===== src/rtl/bitdemux_fill.sv =====
// rtl/bitdemux_fill.sv - sequential 1-to-N bit demux that assembles an N-bit word from single-bit beats
// Optional sticky overwrite/out-of-range error port: define BITDEMUX_OVERWRITE_ERR_EN.
module bitdemux_fill #(
  parameter int N  = 8,
  parameter int SW = $clog2(N)
) (
  input  logic          clk,
  input  logic          rst_n,
  input  logic          in_valid,
  output logic          in_ready,
  input  logic          in,
  input  logic [SW-1:0] sel,
  input  logic          auto,
  input  logic          clr,
  output logic [N-1:0]  out,
  output logic          out_valid,
  input  logic          out_ready,
  output logic [N-1:0]  mask
`ifdef BITDEMUX_OVERWRITE_ERR_EN
  ,
  output logic          err
`endif
);

  typedef enum logic {S_FILL = 1'b0, S_FULL = 1'b1} state_t;

  localparam logic [SW-1:0] LP_PTR_LAST = SW'(N - 1);

  state_t        r_state;
  state_t        w_state_nxt;
  logic [N-1:0]  r_out;
  logic [N-1:0]  r_mask;
  logic [SW-1:0] r_ptr;

  logic [SW-1:0] w_tgt;
  logic [N-1:0]  w_onehot;
  logic [N-1:0]  w_mask_upd;
  logic          w_accept;
  logic          w_complete;
  logic          w_out_hs;

  assign in_ready  = (r_state == S_FILL);
  assign out_valid = (r_state == S_FULL);
  assign out       = r_out;
  assign mask      = r_mask;

  assign w_tgt = auto ? r_ptr : sel;

  // An out-of-range target decodes to an all-zero one-hot, so the beat is dropped naturally.
  always_comb begin
    w_onehot = '0;
    for (int i = 0; i < N; i++) begin
      w_onehot[i] = (w_tgt == SW'(i));
    end
  end

  assign w_mask_upd = r_mask | w_onehot;
  assign w_accept   = in_valid && in_ready && !clr;
  assign w_complete = w_accept && (&w_mask_upd);
  assign w_out_hs   = out_valid && out_ready && !clr;

  always_ff @(posedge clk or negedge rst_n) begin
    if (!rst_n) begin
      r_state <= S_FILL;
    end else begin
      r_state <= w_state_nxt;
    end
  end

  always_comb begin
    w_state_nxt = r_state;
    unique case (r_state)
      S_FILL:  if (w_complete) w_state_nxt = S_FULL;
      S_FULL:  if (w_out_hs)   w_state_nxt = S_FILL;
      default: w_state_nxt = S_FILL;
    endcase
    if (clr) begin
      w_state_nxt = S_FILL;
    end
  end

  // The assembled word is deliberately kept across clr and output handshakes.
  always_ff @(posedge clk or negedge rst_n) begin
    if (!rst_n) begin
      r_out  <= '0;
      r_mask <= '0;
      r_ptr  <= '0;
    end else if (clr || w_out_hs) begin
      r_mask <= '0;
      r_ptr  <= '0;
    end else if (w_accept) begin
      r_mask <= w_mask_upd;
      r_out  <= (r_out & ~w_onehot) | ({N{in}} & w_onehot);
      if (auto) begin
        r_ptr <= (r_ptr == LP_PTR_LAST) ? '0 : r_ptr + 1'b1;
      end
    end
  end

`ifdef BITDEMUX_OVERWRITE_ERR_EN
  localparam logic [SW:0] LP_N = (SW + 1)'(N);

  logic r_err;
  logic w_tgt_ok;
  logic w_err_hit;

  assign w_tgt_ok  = ({1'b0, w_tgt} < LP_N);
  assign w_err_hit = w_accept && (!w_tgt_ok || (|(r_mask & w_onehot)));
  assign err       = r_err;

  always_ff @(posedge clk or negedge rst_n) begin
    if (!rst_n) begin
      r_err <= 1'b0;
    end else if (clr) begin
      r_err <= 1'b0;
    end else if (w_err_hit) begin
      r_err <= 1'b1;
    end
  end
`endif

endmodule


===== config.mk =====
export PLATFORM = sky130hd
export DESIGN_NAME = bitdemux_fill
export DESIGN_NICKNAME = d
export VERILOG_FILES = /design/src/rtl/bitdemux_fill.sv
export SDC_FILE = /design/constraint.sdc
export NUM_CORES = 1
export LEC_CHECK = 0
export ABC_AREA = 1
export ABC_CLOCK_PERIOD_IN_PS = 2900
export CORE_UTILIZATION = 53
export CTS_BUF_LIST = sky130_fd_sc_hd__clkbuf_4 sky130_fd_sc_hd__clkbuf_8
export CTS_CLUSTER_DIAMETER = 50
export DETAILED_ROUTE_END_ITERATION = 8
export HOLD_SLACK_MARGIN = 0.1
export PLACE_DENSITY = 0.92
export SETUP_SLACK_MARGIN = 0.1
export SYNTH_ARGS = -nofsm -noshare
export SYNTH_HDL_FRONTEND = slang
export SYNTH_SLANG_ARGS = --single-unit

===== constraint.sdc =====
create_clock -name clk -period 2.9 [get_ports clk]
set_input_delay 0.87 -clock clk [delete_from_list [all_inputs] [get_ports clk]]
set_output_delay 0.87 -clock clk [all_outputs]
set_load 0.02 [all_outputs]

==> impl_metrics.py <==
metrics = {
    "clocking": {
        "h-tree-depth": 1,
        "clk_pin_slew_worst_paths_ps": 110,
        "clockBufferDepth": 2,
        "cts_tree": "done",
        "cts-resized-gates": 0,
        "clk_latency_ps": 300,
        "holdBufCountCts": 0,
        "cts_root_buf": "clkbuf_4",
        "cts_setup_buffers": 0,
        "cts_sinks": 20,
        "numCtsBuffers": 3,
    },
    "yosys": {
        "synth.avg_cell_area_um2": 8.05,
        "yosys_warnings": 0,
        "syn_nets": 142,
        "synthTopCellsByCount": "nand2_1 (33), dfrtp_1 (20), inv_1 (17), nand3_1 (15)",
        "synth_edf_count": 0,
        "postSynth.asyncResetShare_pct": 100,
        "ys_ff_latch": 20,
        "yosysMostFrequentCell": "nand2_1",
        "syn_inst": 130,
        "netlist_top_cells_area": "dfrtp_1 (48%), nand2_1 (12%), nand3_1 (7.2%), inv_1 (6.1%), a21oi_1 (4.3%)",
        "synth_top_area_share_pct": 47.8,
        "yosysTopAreaCell": "dfrtp_1",
        "syn-cell-area_um2": 1050,
        "synth_ff_type": "dfrtp_1",
        "synth_seq_area_share_pct": 47.8,
        "ys_types": 18,
    },
    "layout": {
        "nets": 174,
        "antennaDiodeCount": 0,
        "fill_cells": 131,
        "drive_above_1_share_pct": 10.6,
        "syn_to_final_growth_pct": 31.9,
    },
    "grt": {
        "antenna_found_initial": 0,
        "grt_max_degree": 21,
        "grt_usage_pct": 26.4,
        "first_global_vias": 935,
        "overflow": 0,
        "grt_pass1_wl_um": 3990,
    },
    "sta": {
        "min_period_over_period_pct": 79.1,
        "relSlewSlack_pct": 73.7,
        "whs_ps": 497,
        "worst_pin_slew_ps": 394,
        "setup_viol": 0,
        "fin_crit_ps": 2290,
        "rsz0062_at_grt": "false",
        "hold_viol": 0,
        "clock_skew_ps": 1.01,
        "finalMaxSlewViolations": 0,
        "finalSetupTns_ps": 0,
        "fmax_ghz": 0.436,
    },
    "worst_setup_path": {
        "endpoint": "in_ready",
        "crit_fanout": 3,
        "r2r_setup_slack_ps": 1460,
        "r2r_end": "mask[4]",
        "crit_type": "reg -> out",
        "worst_setup_path_end_kind": "output port",
        "r2r-start": "out_valid",
        "crit_path_start_kind": "flop",
        "cp.arrival_ps": 1420,
        "startpoint": "out_valid",
        "r2r.worst_path.cells": 3,
        "required_ps": 2030,
    },
    "job": {
        "max-cap-violations": 0,
    },
    "run_status": {
        "outcome": "finished clean",
    },
    "floorplanning": {
        "chipHeight_um": 46.4,
        "initial_core_util_pct": 58.7,
        "rows": 15,
        "ios": 28,
        "fp.dieW_um": 46.4,
        "die-area_um2": 2160,
        "core_area_um2": 1780,
    },
    "drt": {
        "wl_um": 2420,
        "firstDrtPassIters": 4,
        "wl_met3_um": 96,
        "wl_per_cell_um": 13.0,
        "ant_nets": 0,
        "vias_per_cell": 5.19,
        "routedLengthMet1_um": 1040,
        "drc_errors": 0,
        "dr.max_layer_used": "met4",
        "drt_iter0_drc": 29,
        "dr_wl_met2_um": 1240,
        "routed-via-count": 966,
    },
    "pwr": {
        "peakVddDrop_v": 0.000535,
        "p_leak_nw": 0.655,
        "power_density_nw_per_um2": 576,
    },
    "place": {
        "io_buffers": 27,
        "hpwl_um": 1900,
        "gp_congestion": 0.838,
    },
    "min_path": {
        "hold_class": "reg -> reg",
    },
}
==> per-stage QoR <==
stage               std cells  instance area (um2)  utilization, %  setup slack (ps)  power [mW]
floorplan                 130                 1050               -              1170       0.509
global placement          182                 1340            75.4               502       0.628
detailed placement        182                 1340            75.4               435       0.638
CTS                       186                 1380            77.4               607       0.797
global route              186                 1380            77.4               556       0.837
finish                    186                 1380            77.4               607       0.794
==> report_power, final <==
part	internal [mW]	switching, mW
Clock	0.0766	0.0846
Sequential	0.326	0.0284
Combinational	0.123	0.155
==> routing by layer <==
metal	GRT usage, %	up-vias
met2	44.4	25
met3	4.71	6
met5	0	-
li1	-	480
met1	32.8	455
met4	11.2	0
==> worst min path at each step <==
stage | from | endpoint | slack (ps) | depth (start not counted)
floorplan | r_ptr[1] | r_ptr[1] | 550 | 2
global placement | flop | flop | 470 | 2
detailed placement | flop | flop | 480 | 2
CTS | flop | flop | 500 | 2
global route | flop | flop | 540 | 2
finish | flop | flop | 500 | 2
==> cells in the final DEF (no fill, tap or decap) <==
cell | netlist | routed
a21oi_1 | 9 | 9
buf_4 | 0 | 1
clkbuf_4 | 0 | 3
clkbuf_8 | 0 | 1
clkdlybuf4s50_1 | 0 | 27
clkinv_1 | 1 | 1
dfrtp_1 | 20 | 20
ha_1 | 2 | 2
inv_1 | 17 | 17
inv_4 | 1 | 1
nand2_1 | 33 | 33
nand2_2 | 4 | 4
nand2_4 | 4 | 4
nand3_1 | 15 | 15
nand3b_1 | 1 | 1
nor2_1 | 6 | 6
nor2_2 | 1 | 1
nor2_4 | 1 | 1
o21ai_0 | 9 | 9
o21ai_1 | 4 | 4
o21ai_2 | 1 | 1
==> kinds of logic (layout without fill, tap and decap cells) <==
| group | Yosys count | after routing | share of synthesized area, % |
|---|---|---|---|
| DFF | 20 | 20 | 47.8 |
| buffers and inverters | 20 | 51 | 8.13 |
| and+or+nand+nor | 65 | 65 | 30.3 |
| adders and majority gates | 2 | 2 | 2.39 |
| AOI/OAI and AO/OA | 23 | 23 | 11.4 |
==> critical path, cell delays in order, from the launching register on <==
cell and delay [ps]:
dfrtp_1 420, inv_1 100, clkdlybuf4s50_1 610
==> final cells by class <==
cell class,instances,area [um2],area share [%]
multi-input combinational,90,460,33.4
inverter,19,73.8,5.35
timing repair buffer,28,278,20.1
tap,25,31.3,2.27
sequential,20,500,36.3
clock buffer,4,36.3,2.63
(Power assumes the default switching activity.)
